<file path="src/rtl/bcd_pkg.sv">
// Shared BCD digit type, digit bounds and digit-validity helper.
// Imported by the BCD counter interface, digit cell and top.
package bcd_pkg;

  typedef logic [3:0] bcd_digit_t;

  localparam bcd_digit_t BCD_MAX = 4'd9;
  localparam bcd_digit_t BCD_MIN = 4'd0;

  function automatic logic is_bcd(input bcd_digit_t d);
    return d <= BCD_MAX;
  endfunction

endpackage

</file>
<file path="src/rtl/bcd_ndigit_counter_if.sv">
// Control/data bundle of the N-digit BCD counter.
// master: mode,count,clr,load,din[,limit] out; Q,tc,err in.
// slave: the counter side of the same signals.
// Optional: BCD_MODULO_LIMIT_EN adds the BCD limit bus.
interface bcd_ndigit_counter_if #(
  parameter int NDIGITS = 4
);
  logic                   mode;
  logic                   count;
  logic                   clr;
  logic                   load;
  logic [4*NDIGITS-1:0]   din;
  logic [4*NDIGITS-1:0]   Q;
  logic                   tc;
  logic                   err;
`ifdef BCD_MODULO_LIMIT_EN
  logic [4*NDIGITS-1:0]   limit;

  modport master (
    output mode, count, clr, load, din, limit,
    input  Q, tc, err
  );
  modport slave (
    input  mode, count, clr, load, din, limit,
    output Q, tc, err
  );
`else
  modport master (
    output mode, count, clr, load, din,
    input  Q, tc, err
  );
  modport slave (
    input  mode, count, clr, load, din,
    output Q, tc, err
  );
`endif
endinterface

</file>
<file path="src/rtl/bcd_digit_cell.sv">
// One BCD digit: clear > load > step, up or down.
// Ports: clk, rst, en_in, mode, clr, load, d_in -> q, at_term.
module bcd_digit_cell
  import bcd_pkg::*;
#(
  parameter int RST_VAL = 0
) (
  input  logic       clk,
  input  logic       rst,
  input  logic       en_in,
  input  logic       mode,
  input  logic       clr,
  input  logic       load,
  input  bcd_digit_t d_in,
  output bcd_digit_t q,
  output logic       at_term
);

  bcd_digit_t q_nxt;

  // An out-of-range q can only be a glitch; both
  // directions treat it as overflow (0 up, 9 down).
  always_comb begin
    q_nxt = q;
    if (mode) begin
      if (q >= BCD_MAX) q_nxt = BCD_MIN;
      else              q_nxt = q + 4'd1;
    end else begin
      if (q == BCD_MIN || q > BCD_MAX)
        q_nxt = BCD_MAX;
      else
        q_nxt = q - 4'd1;
    end
  end

  always_ff @(posedge clk or posedge rst) begin
    if (rst)        q <= bcd_digit_t'(RST_VAL);
    else if (clr)   q <= BCD_MIN;
    else if (load)  q <= d_in;
    else if (en_in) q <= q_nxt;
  end

  assign at_term = mode ? (q == BCD_MAX)
                        : (q == BCD_MIN);

endmodule

</file>
<file path="src/rtl/bcd_ndigit_counter.sv">
// N-digit cascadable BCD up/down counter with load, clear,
// illegal-load flag and terminal count (tc feeds next count).
// Ports: clk, rstn (async, active-high), bus (slave modport).
// Optional: BCD_MODULO_LIMIT_EN adds modulo limit support.
module bcd_ndigit_counter
  import bcd_pkg::*;
#(
  parameter int NDIGITS = 4,
  parameter int RST_VAL = 0
) (
  input  logic                 clk,
  input  logic                 rstn,
  bcd_ndigit_counter_if.slave  bus
);

  localparam int W = 4 * NDIGITS;

  logic [W-1:0]       din_f;
  logic               din_bad;
  logic [W-1:0]       cell_din;
  logic               cell_clr;
  logic               cell_load;
  logic               err_set;
  logic [NDIGITS:0]   en;
  logic [NDIGITS-1:0] at_term;
  logic [W-1:0]       q_w;
  logic               err_q;

  // Illegal load digits become 0 and raise err.
  always_comb begin
    din_f   = '0;
    din_bad = 1'b0;
    for (int k = 0; k < NDIGITS; k++) begin
      if (is_bcd(bus.din[4*k +: 4]))
        din_f[4*k +: 4] = bus.din[4*k +: 4];
      else
        din_bad = 1'b1;
    end
  end

`ifdef BCD_MODULO_LIMIT_EN
  localparam logic [W-1:0] ALL9 = {NDIGITS{BCD_MAX}};

  logic         lim_bad;
  logic [W-1:0] eff_lim;
  logic         ld_over;
  logic [W-1:0] ld_val;
  logic         at_top;
  logic         wrap_up;
  logic         wrap_dn;

  always_comb begin
    lim_bad = 1'b0;
    for (int k = 0; k < NDIGITS; k++)
      if (!is_bcd(bus.limit[4*k +: 4]))
        lim_bad = 1'b1;
  end

  // A broken limit falls back to natural modulo.
  assign eff_lim = lim_bad ? ALL9 : bus.limit;

  // Valid packed BCD compares correctly as binary.
  assign ld_over = din_f > eff_lim;
  assign ld_val  = ld_over ? eff_lim : din_f;
  assign at_top  = bus.Q == eff_lim;

  // Modulo wraps reuse the cells' clear/load paths.
  assign wrap_up = bus.count & bus.mode & at_top;
  assign wrap_dn = bus.count & ~bus.mode
                 & (bus.Q == '0);

  assign cell_clr  = bus.clr
                   | (~bus.load & wrap_up);
  assign cell_load = bus.load | wrap_dn;
  assign cell_din  = bus.load ? ld_val : eff_lim;

  assign err_set = (bus.load & (din_bad | ld_over))
                 | lim_bad;

  assign bus.tc = ~bus.clr & ~bus.load
                & (bus.mode ? (bus.count & at_top)
                            : en[NDIGITS]);
`else
  assign cell_clr  = bus.clr;
  assign cell_load = bus.load;
  assign cell_din  = din_f;
  assign err_set   = bus.load & din_bad;

  // The ripple enable out of the top digit is exactly
  // count & all-digits-terminal.
  assign bus.tc = en[NDIGITS] & ~bus.clr & ~bus.load;
`endif

  assign en[0] = bus.count;

  for (genvar k = 0; k < NDIGITS; k++) begin : g_dig
    bcd_digit_cell #(
      .RST_VAL (RST_VAL)
    ) u_cell (
      .clk     (clk),
      .rst     (rstn),
      .en_in   (en[k]),
      .mode    (bus.mode),
      .clr     (cell_clr),
      .load    (cell_load),
      .d_in    (cell_din[4*k +: 4]),
      .q       (q_w[4*k +: 4]),
      .at_term (at_term[k])
    );
    assign en[k+1] = en[k] & at_term[k];
  end

  always_ff @(posedge clk or posedge rstn) begin
    if (rstn)         err_q <= 1'b0;
    else if (bus.clr) err_q <= 1'b0;
    else if (err_set) err_q <= 1'b1;
  end

  assign bus.Q   = q_w;
  assign bus.err = err_q;

endmodule

</file>
<file path="src/flat_wrapper.sv">
// flat-port wrapper written by rule: the top's interface ports become plain ports
module bcd_ndigit_counter_flat import bcd_pkg::*;
#(
  parameter int NDIGITS = 4,
  parameter int RST_VAL = 0
)
  (clk, rstn, bus_mode, bus_count, bus_clr, bus_load, bus_din, bus_Q, bus_tc, bus_err);
  bcd_ndigit_counter_if #(.NDIGITS(NDIGITS)) bus_i ();
  input  logic clk;
  input  logic rstn;
  input wire logic [$bits(bus_i.mode)-1:0] bus_mode;
  input wire logic [$bits(bus_i.count)-1:0] bus_count;
  input wire logic [$bits(bus_i.clr)-1:0] bus_clr;
  input wire logic [$bits(bus_i.load)-1:0] bus_load;
  input wire logic [$bits(bus_i.din)-1:0] bus_din;
  output wire logic [$bits(bus_i.Q)-1:0] bus_Q;
  output wire logic [$bits(bus_i.tc)-1:0] bus_tc;
  output wire logic [$bits(bus_i.err)-1:0] bus_err;
  assign bus_i.mode = bus_mode;
  assign bus_i.count = bus_count;
  assign bus_i.clr = bus_clr;
  assign bus_i.load = bus_load;
  assign bus_i.din = bus_din;
  assign bus_Q = bus_i.Q;
  assign bus_tc = bus_i.tc;
  assign bus_err = bus_i.err;
  bcd_ndigit_counter #(.NDIGITS(NDIGITS), .RST_VAL(RST_VAL)) u_core (.clk(clk), .rstn(rstn), .bus(bus_i));
endmodule
</file>
<file path="config.mk">
export PLATFORM = sky130hd
export DESIGN_NAME = bcd_ndigit_counter_flat
export DESIGN_NICKNAME = d
export VERILOG_FILES = /design/src/rtl/bcd_pkg.sv /design/src/rtl/bcd_ndigit_counter_if.sv /design/src/rtl/bcd_digit_cell.sv /design/src/rtl/bcd_ndigit_counter.sv /design/src/flat_wrapper.sv
export SDC_FILE = /design/constraint.sdc
export NUM_CORES = 1
export LEC_CHECK = 0
export CAP_MARGIN = 40
export CORE_MARGIN = 3
export CORE_UTILIZATION = 50
export DETAILED_ROUTE_END_ITERATION = 12
export PLACE_DENSITY = 0.81
export SETUP_SLACK_MARGIN = 0.4
export SLEW_MARGIN = 20
export SYNTH_ARGS = -nofsm -noshare
export SYNTH_HDL_FRONTEND = slang
export SYNTH_SLANG_ARGS = --single-unit
</file>
<file path="constraint.sdc">
create_clock -name clk -period 2.8 [get_ports clk]
set_input_delay 0.42 -clock clk [delete_from_list [all_inputs] [get_ports clk]]
set_output_delay 0.42 -clock clk [all_outputs]
set_load 0.005 [all_outputs]
</file>
Word-level counts from Yosys, hierarchy flattened
Cells that the tools add are included.
- add/subtract/negate cells: 8
- magnitude comparators: 12
- equal/unequal tests: 4
- multiplexer cells: 38
- bitwise operators: 9
- reductions and logical operators: 13
- operators with widths (cell ; count):
    two-way mux 4 bit ; 28
    adder 4 x 1 -> 4 bit (second input constant) ; 4
    == test 4 bit (second input constant) ; 4
    >= comparator 4 bit (second input constant) ; 4
    > comparator 4 bit (second input constant) ; 4
    <= comparator 4 bit (second input constant) ; 4
    zero test 4 bit ; 4
    subtractor 4 x 1 -> 4 bit (second input constant) ; 4
    nonzero test 3 bit ; 4
    two-way mux 1 bit ; 10
    AND 1 bit ; 7
    logical OR 1 bit ; 4
    NOT 1 bit ; 2
    nonzero test 2 bit ; 1
- flip-flop bits (word level): 17
- bits of input ports: 22
- word-level logic and storage cells: 89

Logic depth before layout (Yosys ltp)
Gate-level depths: netlist of the first run.
- word-level depth: 8
- depth in mapped cells: 8
- depth with buffers taken out: 7

By module
Synthesis of the first run repeated with hierarchy kept, for this count alone.
- cells, all modules: 258
- area, all modules: 2065.7 µm²
- modules (own cells, without submodules) (module ; times used ; cells an instance ; area each (µm²) ; seq. area each (µm²)):
    bcd_digit_cell ; 4 ; 57 ; 461.7 ; 100.1
    bcd_ndigit_counter ; 1 ; 30 ; 219.0 ; 25.0

Worst setup path before layout of the first run
Ideal clock, no wire load.
- kind: flip-flop to output port
- start point: register u_core.g_dig[0].u_cell.q[0]
- end point: output bus_tc
- arrival: 1850 ps
- data required time: 2380 ps
- setup slack: 530 ps
- stages on the path, launching flop included: 7
- buffers on the path: 0
- cell sequence: dfrtp_1 > inv_1 > ha_1 > or3b_1 > a2111oi_0 > nand3_1 > nor4_1
- word-level cells in the longest chain between the ends: 8
- RTL lines (element ; line ; text):
    start: declaration ; bcd_digit_cell.sv:15 ; output bcd_digit_t q,
    start signal: assignment ; bcd_digit_cell.sv:37 ; if (rst) q <= bcd_digit_t'(RST_VAL);
    start signal: assignment ; bcd_digit_cell.sv:39 ; else if (load) q <= d_in;
    start signal: assignment ; bcd_digit_cell.sv:40 ; else if (en_in) q <= q_nxt;
    == test 4 bit / zero test 4 bit (equally long branches) ; bcd_digit_cell.sv:43, bcd_digit_cell.sv:44 ;
    two-way mux 1 bit (*) ; bcd_digit_cell.sv:43 ; assign at_term = mode ? (q == BCD_MAX)
    AND 1 bit (*) (4 in a row) ; bcd_ndigit_counter.sv:110 ; assign en[k+1] = en[k] & at_term[k];
    AND 1 bit (*) (2 in a row) ; bcd_ndigit_counter.sv:91 ; assign bus.tc = en[NDIGITS] & ~bus.clr & ~bus.load;
    end: declaration ; flat_wrapper.sv:17 ; output wire logic [$bits(bus_i.tc)-1:0] bus_tc;
Every way passes the cells marked *; elsewhere a longest branch is shown, timed or not.

Final worst setup path of the first run
- start point: register u_core.g_dig[0].u_cell.q[1]
- end point: output bus_tc
Same word-level chain as after synthesis.

==> results of run 1 <==
==> final timing paths <==
path / start / to / slack (ns) / cells past startpoint
min in group asynchronous: rstn / u_core.g_dig[0].u_cell.q[3] / 0.59 / 2
worst max-delay path: u_core.g_dig[0].u_cell.q[1] / bus_tc / 0.19 / 7
worst min register to register: u_core.bus.err / u_core.bus.err / 0.53 / 2
worst max register to register: u_core.g_dig[1].u_cell.q[1] / u_core.g_dig[2].u_cell.q[1] / 0.60 / 8
worst min-delay path: u_core.bus.err / u_core.bus.err / 0.53 / 2
max in group asynchronous: rstn / u_core.g_dig[3].u_cell.q[0] / 1.75 / 2
==> repair_timing <==
| item | CTS | global route |
|---|---|---|
| pin swaps | 2 | 4 |
| setup buffers | 0 | 2 |
| resized for setup | 11 | 4 |
| setup endpoints to repair | 1 | 3 |
==> worst max-delay path, stage by stage, from the launching register on <==
cell and delay, ns:
sky130_fd_sc_hd__dfrtp_1 0.39, sky130_fd_sc_hd__inv_2 0.08, sky130_fd_sc_hd__ha_4 0.14, sky130_fd_sc_hd__or3b_4 0.39, sky130_fd_sc_hd__a2111oi_4 0.38, sky130_fd_sc_hd__nand3_1 0.14, sky130_fd_sc_hd__nor4_2 0.25, sky130_fd_sc_hd__buf_2 0.16
==> metal layers <==
| layer | track usage (%) | part of all wire (%) |
|---|---|---|
| met3 | 2.59 | 6.1 |
| met5 | 0 | 0 |
| met4 | 10.7 | 1.3 |
| met2 | 40.8 | 48 |
| met1 | 34.3 | 45 |
==> state kept, by name (all words and copies together), names as in the netlist <==
register / cells
u_core.g_dig.u_cell.q: 16
u_core.bus.err: 1
==> final cells by class <==
| class | instances | area (um^2) |
|---|---|---|
| well taps | 48 | 60.1 |
| flip-flops and latches | 17 | 425 |
| inverters | 17 | 63.8 |
| clock buffers | 3 | 41.3 |
| fillers | 311 | 1110 |
| multi-input cells | 213 | 1430 |
| clock inverters | 1 | 5.00 |
| repair buffers | 65 | 584 |
==> Yosys cell counts (all sizes together) (2+ instances only) <==
cell type / n
a211oi: 3
a21oi: 17
nand3: 9
o22ai: 3
nand2b: 12
and4b: 2
o211ai: 2
nor2: 22
a2111oi: 2
a211o: 2
buf: 7
o21bai: 3
dfrtp: 17
a221oi: 5
a31oi: 13
clkbuf: 11
mux2i: 2
inv: 17
nor3b: 8
nand2: 19
a32oi: 2
or3b: 4
or3: 4
nor2b: 3
or2: 2
a21o: 3
ha: 12
nor3: 6
o21ai: 29
a311oi: 3
==> kinds of logic (layout without fill, tap and decap cells) <==
kind of cell	after synthesis	count (layout)	share of synthesized area, %
simple gates	99	99	28.1
fa+ha+maj	12	12	7.62
mux	2	2	1.02
buf+inv	35	86	8.00
compound gates	100	100	33.6
flops	17	17	21.6
==> power breakdown <==
part,internal (W),total (W),switching [W]
clock network,0.0000993,0.000203,0.000104
registers,0.000262,0.000287,0.0000253
logic,0.000184,0.000367,0.000183
==> cells in the final DEF (no fill, tap or decap), drive strengths merged, types with 4 or more instances in the layout <==
master	synthesis	routed
nand2b	12	12
ha	12	12
a21oi	17	17
nor3b	8	8
inv	17	17
o21ai	29	29
clkdlybuf4s50	0	38
a31oi	13	13
or3b	4	4
or3	4	4
nor2	22	22
buf	7	27
nand3	9	9
a221oi	5	5
dfrtp	17	17
nand2	19	19
nor3	6	6
==> per-stage QoR <==
step           util (%)  instance area [um^2]  setup slack, ns  setup TNS [ns]  hold slack, ns
6_report           70.2                  2610            0.189               0           0.534
5_1_grt            70.2                  2610           0.0904               0           0.588
4_1_cts            69.4                  2580            0.173               0           0.549
3_5_place_dp       67.4                  2510           -0.331          -0.331           0.527
3_3_place_gp       67.4                  2510           -0.367          -0.367           0.490
2_1_floorplan         -                  1970            0.530               0           0.346
==> summary.txt, run 1 <==
Synthesis
  – Area contributors post-synth: sky130_fd_sc_hd__dfrtp_1 22%, sky130_fd_sc_hd__ha_1 7.6%, sky130_fd_sc_hd__o21ai_0 6.9%
  – Cell area after technology mapping: between 1500 and 2000 um^2
  – Ys flop type: sky130_fd_sc_hd__dfrtp_1
  – Post-synth top area share: between 20 and 25%
  – Syn Nets: ~300
  – Total of flip-flops plus latches after synthesis: 17
  – Cell type with the largest total area after synthesis: sky130_fd_sc_hd__dfrtp_1
  – Synthesized area divided by synthesized cell count: 7.43 um^2
  – Register area share after synthesis: 21.6%
  – Number of distinct library cells after synthesis: 57
  – Synthesis Warnings: 0
  – Async S/R FF share, synth: 100%
  – EDFF count, synth: 0
  – Number of instances in the synthesized netlist: 265

Timing
  – Hold Violations, Final: 0
  – Maximum clock skew at final layout: just under 0.003 ns
  – Slew HR: 51.3%
  – Final worst-path cycle share: 93.3%
  – Transition time at the pin with the least slew margin: approximately 0.73 ns
  – Peak clock frequency supported by timing: around 380 MHz
  – Final setup vio count: 0
  – Time the final worst path needs with I/O delays and setup: around 2.6 ns
  – Pins Over Slew Limit: 0
  – RSZ-0062 raised after global routing: true

Global route
  – Wire length of the first global-routing pass: around 9100 um
  – Maximum number of pins on one net before global-route repair: 30
  – All-layer global routing usage: 25.3%
  – Vias in the first global route: 2029
  – Overall overflow remaining after global route: 0
  – Initial antenna violation count: 0

Route
  – Initial drt markers: 197
  – Via count: 2240
  – Number of iterations in the first detailed-routing pass: 5
  – Remaining number of nets flagged by the antenna check after routing: 0
  – Total routed wirelength: approximately 5600 um
  – Total DRC errors in the routed layout: 0
  – Vias per cell: roughly 6
  – Routed length per instance: 15.3 um

Clock tree
  – Clock tree from TritonCTS: done
  – Clock transition at the register clock pins on the worst setup and hold paths after CTS: 0.08 ns
  – CTS hold repair buffers: 0
  – Cell chosen for the clock root: sky130_fd_sc_hd__clkbuf_8
  – Clock insertion delay at the later pin of the skew report: around 0.26 ns
  – Maximum number of buffers from clock root to sink: 2
  – TritonCTS Buffers: 3
  – TritonCTS sink count: 17
  – Number of H-tree levels: 1

Power and ir drop
  – Power density over cell area: 328 nW/um^2
  – IR Drop Worst-Case VDD: 0.000206 V
  – Leakage power summed over all cells: 1.07 nW
  – Total power draw: ~0.00086 W

Floorplanning
  – Initial Util: 53.0%
  – Core Box Area: about 3700 um^2
  – Die Width: 68.8 um
  – Number of rows in the core area: 22
  – Top-Level Pins: 40
  – Chip height: a little under 70 um
  – Total die area: 4730 um^2

Setup path
  – Startpoint type of the worst setup path: flip-flop
  – Required time reported for the critical path endpoint: 2.38 ns
  – WP data arrival: 2.19 ns
  – Type of the worst setup path: reg -> out
  – Top fanout value on the critical path: 2
  – Type of destination of the critical path: output pin

Cells and area
  – Antenna diodes: 0
  – Number of cells in the finished layout apart from fillers: 364
  – Share of post-route cells with drive strength above 1: between 10% and 20%
  – Layout overhead on the synthesized area: 32.5%
  – Nets: between 300 and 400

Min path
  – Class of the tightest hold or removal check: reg -> reg

Placed design
  – Final HPWL from detailed placement: 4070 um
  – Number of port buffers: 39
  – Final weighted congestion in routability-driven placement: a little over 0.9
  – Instance count after placement with tap cells included: 358

Outcome
  – Status: finished clean

Flow run
  – Reported max-cap violation count: 0
Power figures use the tool's default switching activity.
==> run 2: changes to the inputs <==
--- a/config.mk
+++ b/config.mk
@@ -6,11 +6,13 @@
 export NUM_CORES = 1
 export LEC_CHECK = 0
 export CAP_MARGIN = 40
+export CORE_ASPECT_RATIO = 0.75
 export CORE_MARGIN = 3
 export CORE_UTILIZATION = 50
 export DETAILED_ROUTE_END_ITERATION = 12
 export PLACE_DENSITY = 0.81
 export SETUP_SLACK_MARGIN = 0.4
+export SKIP_CTS_REPAIR_TIMING = 1
 export SLEW_MARGIN = 20
 export SYNTH_ARGS = -nofsm -noshare
 export SYNTH_HDL_FRONTEND = slang
==> summary.txt, run 2 (synthesis gave the netlist of run 1 again) <==
Route
  – WL met3: 482 um
  – Total routed wirelength: 5870 um
  – WL met1: approximately 2600 um
  – Uppermost metal layer occupied by signal nets: met4
  – Initial drt markers: between 200 and 300
  – Vias per cell: 6.09
  – Detailed-routed wire length on met2: 2670 um
  – Routed length per instance: 15.9 um
  – Total DRC errors in the routed layout: 0
  – Remaining number of nets flagged by the antenna check after routing: 0
  – Number of iterations in the first detailed-routing pass: 5
  – Via count: ~2200

Floorplanning
  – Total die area: 4740 um^2
  – Number of rows in the core area: 19
  – Die Width: between 70 and 80 um
  – Core Box Area: approximately 3700 um^2
  – Initial Util: 52.8%
  – Top-Level Pins: 40
  – Chip height: 60.4 um

Clock tree
  – Clock transition at the register clock pins on the worst setup and hold paths after CTS: 0.08 ns
  – Clock insertion delay at the later pin of the skew report: 0.26 ns
  – Cell chosen for the clock root: sky130_fd_sc_hd__clkbuf_8
  – TritonCTS sink count: 17
  – TritonCTS Buffers: 3
  – Clock tree from TritonCTS: done
  – Maximum number of buffers from clock root to sink: 2
  – Number of H-tree levels: 1

Timing
  – Final setup vio count: 0
  – Maximum clock skew at final layout: ~0.011 ns
  – Pins Over Slew Limit: 0
  – Slew HR: between 50% and 60%
  – Transition time at the pin with the least slew margin: 0.745 ns
  – Time the final worst path needs with I/O delays and setup: about 2.6 ns
  – Final Worst Setup Slack: 0.192 ns
  – Peak clock frequency supported by timing: approximately 380 MHz
  – Hold Violations, Final: 0
  – RSZ-0062 raised after global routing: true
  – Final worst-path cycle share: 93.1%

Global route
  – Initial antenna violation count: 0
  – All-layer global routing usage: 25.1%
  – Vias in the first global route: 2002
  – Maximum number of pins on one net before global-route repair: 44
  – Overall overflow remaining after global route: 0
  – Wire length of the first global-routing pass: around 9500 um

Cells and area
  – Antenna diodes: 0
  – Highest-count cells in the layout ignoring fill and taps: 38 x sky130_fd_sc_hd__clkdlybuf4s50_1, 27 x sky130_fd_sc_hd__o21ai_0, 26 x sky130_fd_sc_hd__buf_4, 22 x sky130_fd_sc_hd__nor2_1, 19 x sky130_fd_sc_hd__nand2_1
  – Nets: 352
  – Max FFs per register: 16
  – Commonest non-fill, non-tap cell in the layout: sky130_fd_sc_hd__clkdlybuf4s50_1
  – Final Instance Area: about 2600 um^2
  – Number of filler cells placed in the layout: 307
  – Number of cells in the finished layout apart from fillers: 369
  – Layout overhead on the synthesized area: 34.2%
  – Register with the most flip-flops: u_core.g_dig.u_cell.q
  – Share of post-route cells with drive strength above 1: 15.1%

Setup path
  – Type of the worst setup path: reg -> out
  – Top fanout value on the critical path: 4
  – Crit path buffers/inverters: 2
  – Type of destination of the critical path: output pin
  – Max incr delay on CP: ~0.41 ns
  – Highest-delay cell along the critical path: sky130_fd_sc_hd__dfrtp_1
  – WP data arrival: 2.19 ns
  – Cell family contributing the most delay on the critical path: simple AND/OR/NAND/NOR gates
  – Chain of cells forming the critical path: inv_2 > ha_4 > or3b_4 > a2111oi_4 > nand3_1 > nor4_2 > buf_2
  – Required time reported for the critical path endpoint: 2.38 ns
  – Startpoint type of the worst setup path: flip-flop

Placed design
  – Number of port buffers: 39
  – Final weighted congestion in routability-driven placement: 0.942
  – Cell area after placement: roughly 2500 um^2
  – Minimum setup slack after placement: -0.262 ns
  – Final HPWL from detailed placement: between 4000 and 5000 um
  – Instance count after placement with tap cells included: ~360

Min path
  – Class of the tightest hold or removal check: reg -> reg

Power and ir drop
  – Total power draw: 0.000859 W
  – Power density over cell area: 325 nW/um^2
  – Leakage power summed over all cells: 1.08 nW
  – IR Drop Worst-Case VDD: 0.000213 V

Flow run
  – Reported max-cap violation count: 0

Outcome
  – Status: finished clean
==> run 2: tightest hold or removal path, delay by kind of cell, from the launching register on <==
kind	cells	cell delay [ns]
DFF	1	0.34
AOI/OAI and AO/OA	1	0.04
and+or+nand+nor	1	0.08
==> run 2: power breakdown <==
part | internal [W] | leakage, nW | switching (W)
clock | 0.000101 | 0.0228 | 0.0000934
sequential | 0.000262 | 0.225 | 0.0000261
combinational | 0.000189 | 0.829 | 0.000188
==> run 2: final timing paths <==
kind | startpoint | to | slack [ns] | cells after the start
setup / recovery | u_core.g_dig[0].u_cell.q[1] | bus_tc | 0.19 | 7
hold / removal | u_core.bus.err | u_core.bus.err | 0.51 | 2
setup reg to reg | u_core.g_dig[1].u_cell.q[0] | u_core.g_dig[2].u_cell.q[0] | 0.61 | 8
hold reg to reg | u_core.bus.err | u_core.bus.err | 0.51 | 2
max in group asynchronous | rstn | u_core.g_dig[1].u_cell.q[1] | 1.74 | 2
min in group asynchronous | rstn | u_core.g_dig[3].u_cell.q[0] | 0.58 | 2
==> run 2: per-layer routing <==
metal	global-route usage (%)	vias up
li1	-	1089
met1	35.2	1039
met2	39.1	111
met3	5.49	9
met4	7.98	0
met5	0	-
==> run 2: layout make-up <==
class	instances	area [um^2]	share of cell area (%)
timing repair buffer	66	601	22.7
multi-input combinational	213	1440	54.6
clock buffer	4	45.0	1.70
inverter	17	63.8	2.41
sequential	17	425	16.1
tap	52	65.1	2.46
==> run 2: stage by stage <==
stage	TNS, ns	hold slack, ns	util, %
2_1_floorplan	0	0.346	-
3_3_place_gp	-0.287	0.495	67.6
3_5_place_dp	-0.262	0.501	67.6
4_1_cts	-0.462	0.511	68.8
5_1_grt	0	0.564	70.8
6_report	0	0.505	70.8
==> run 3: changes to the inputs <==
--- a/config.mk
+++ b/config.mk
@@ -8,9 +8,9 @@
 export CAP_MARGIN = 40
 export CORE_ASPECT_RATIO = 0.75
 export CORE_MARGIN = 3
-export CORE_UTILIZATION = 50
+export CORE_UTILIZATION = 52
 export DETAILED_ROUTE_END_ITERATION = 12
-export PLACE_DENSITY = 0.81
+export PLACE_DENSITY = 0.84
 export SETUP_SLACK_MARGIN = 0.4
 export SKIP_CTS_REPAIR_TIMING = 1
 export SLEW_MARGIN = 20
==> summary.txt, run 3 (synthesis gave the netlist of run 1 again) <==
Setup path
  – WP data arrival: 2.13 ns
  – Type of the worst setup path: reg -> out
  – Startpoint type of the worst setup path: flip-flop
  – Type of destination of the critical path: output pin
  – Top fanout value on the critical path: 5
  – Required time reported for the critical path endpoint: around 2.4 ns

Cells and area
  – Layout overhead on the synthesized area: 36.7%
  – Register with the most flip-flops: u_core.g_dig.u_cell.q
  – Antenna diodes: 0
  – Highest-count cells in the layout ignoring fill and taps: 38 x sky130_fd_sc_hd__clkdlybuf4s50_1, 27 x sky130_fd_sc_hd__buf_4, 26 x sky130_fd_sc_hd__o21ai_0, 22 x sky130_fd_sc_hd__nor2_1, 19 x sky130_fd_sc_hd__nand2_1
  – Number of cells in the finished layout apart from fillers: 370
  – Share of post-route cells with drive strength above 1: 16.3%
  – Number of filler cells placed in the layout: about 250
  – Max FFs per register: 16
  – Final Instance Area: about 2700 um^2
  – Commonest non-fill, non-tap cell in the layout: sky130_fd_sc_hd__clkdlybuf4s50_1
  – Nets: 355

Clock tree
  – TritonCTS Buffers: 3
  – Cell chosen for the clock root: sky130_fd_sc_hd__clkbuf_8
  – Clock insertion delay at the later pin of the skew report: between 0.2 and 0.3 ns
  – Clock tree from TritonCTS: done
  – Clock transition at the register clock pins on the worst setup and hold paths after CTS: 0.08 ns
  – Maximum number of buffers from clock root to sink: 2
  – Number of H-tree levels: 1
  – TritonCTS sink count: 17

Route
  – Total routed wirelength: slightly above 6000 um
  – Remaining number of nets flagged by the antenna check after routing: 0
  – Initial drt markers: approximately 240
  – Total DRC errors in the routed layout: 0
  – Routed length per instance: 16.5 um
  – Vias per cell: about 6.3
  – Number of iterations in the first detailed-routing pass: 5
  – Via count: 2320

Power and ir drop
  – Power density over cell area: ~330 nW/um^2
  – IR Drop Worst-Case VDD: between 0.0002 and 0.00025 V
  – Leakage power summed over all cells: 1.10 nW

Floorplanning
  – Die Width: a little under 80 um
  – Number of rows in the core area: 18
  – Core Box Area: 3470 um^2
  – Initial Util: 56.8%
  – Chip height: just under 60 um
  – Total die area: between 4000 and 5000 um^2
  – Top-Level Pins: 40

Timing
  – Maximum clock skew at final layout: 0.00477 ns
  – Hold Violations, Final: 0
  – Final worst-path cycle share: 91.0%
  – Final setup vio count: 0
  – Final Worst Setup Slack: 0.252 ns
  – Transition time at the pin with the least slew margin: 0.768 ns
  – RSZ-0062 raised after global routing: true
  – Time the final worst path needs with I/O delays and setup: 2.55 ns
  – Slew HR: 48.8%
  – Pins Over Slew Limit: 0
  – Peak clock frequency supported by timing: 393 MHz

Global route
  – Initial antenna violation count: 0
  – Vias in the first global route: 2100
  – Wire length of the first global-routing pass: 9830 um
  – All-layer global routing usage: between 20% and 30%
  – Overall overflow remaining after global route: 0
  – Maximum number of pins on one net before global-route repair: 33

Placed design
  – Instance count after placement with tap cells included: 363
  – Cell area after placement: 2530 um^2
  – Number of port buffers: 39
  – Final HPWL from detailed placement: around 4300 um
  – Final weighted congestion in routability-driven placement: 0.956
  – Minimum setup slack after placement: -0.262 ns

Outcome
  – Status: finished clean

Min path
  – Class of the tightest hold or removal check: reg -> reg

Flow run
  – Reported max-cap violation count: 0
run 3: critical path, cell delays in order (launching register included):
cell and delay (ns):
sky130_fd_sc_hd__dfrtp_1 0.39, sky130_fd_sc_hd__inv_2 0.08, sky130_fd_sc_hd__ha_4 0.15, sky130_fd_sc_hd__or3b_4 0.40
sky130_fd_sc_hd__a2111oi_4 0.29, sky130_fd_sc_hd__nand3_1 0.16, sky130_fd_sc_hd__nor4_2 0.23, sky130_fd_sc_hd__buf_2 0.15
run 3: where the power goes:
part	switching (W)	internal (W)
Combinational	0.000195	0.000195
Clock	0.0000983	0.000101
Sequential	0.0000236	0.000262
run 3: layout make-up:
type / count / area (um^2) / share of cell area (%)
flip-flops and latches: 17 / 425 / 15.8
clock buffers: 4 / 45.0 / 1.67
well taps: 50 / 62.6 / 2.32
repair buffers: 69 / 644 / 23.9
inverters: 17 / 63.8 / 2.37
multi-input cells: 213 / 1450 / 53.9
run 3: worst paths after layout:
path	end	from	cells past startpoint	slack, ns
worst max-delay path	bus_tc	u_core.g_dig[0].u_cell.q[1]	7	0.25
worst min-delay path	u_core.bus.err	u_core.bus.err	2	0.53
worst max register to register	u_core.g_dig[3].u_cell.q[3]	u_core.g_dig[2].u_cell.q[1]	7	0.63
worst min register to register	u_core.bus.err	u_core.bus.err	2	0.53
max in group asynchronous	u_core.g_dig[1].u_cell.q[2]	rstn	2	1.72
min in group asynchronous	u_core.g_dig[3].u_cell.q[1]	rstn	2	0.60
run 3: routing by layer:
layer  vias up  wire length (um)  GRT usage (%)
met3        13               532           6.23
met5         -                 0              0
met4         0               102           8.38
met2       127              2740           40.6
met1      1078              2720           38.1
li1       1102                 -              -
run 3: stage by stage:
step | utilization [%] | TNS, ns | hold slack (ns) | total power, W
global placement | 73.0 | -0.225 | 0.497 | 0.000632
CTS | 74.3 | -0.421 | 0.529 | 0.000837
global route | 77.6 | 0 | 0.537 | 0.000918
finish | 77.6 | 0 | 0.534 | 0.000875
floorplan | - | 0 | 0.346 | 0.000494
detailed placement | 73.0 | -0.262 | 0.495 | 0.000642
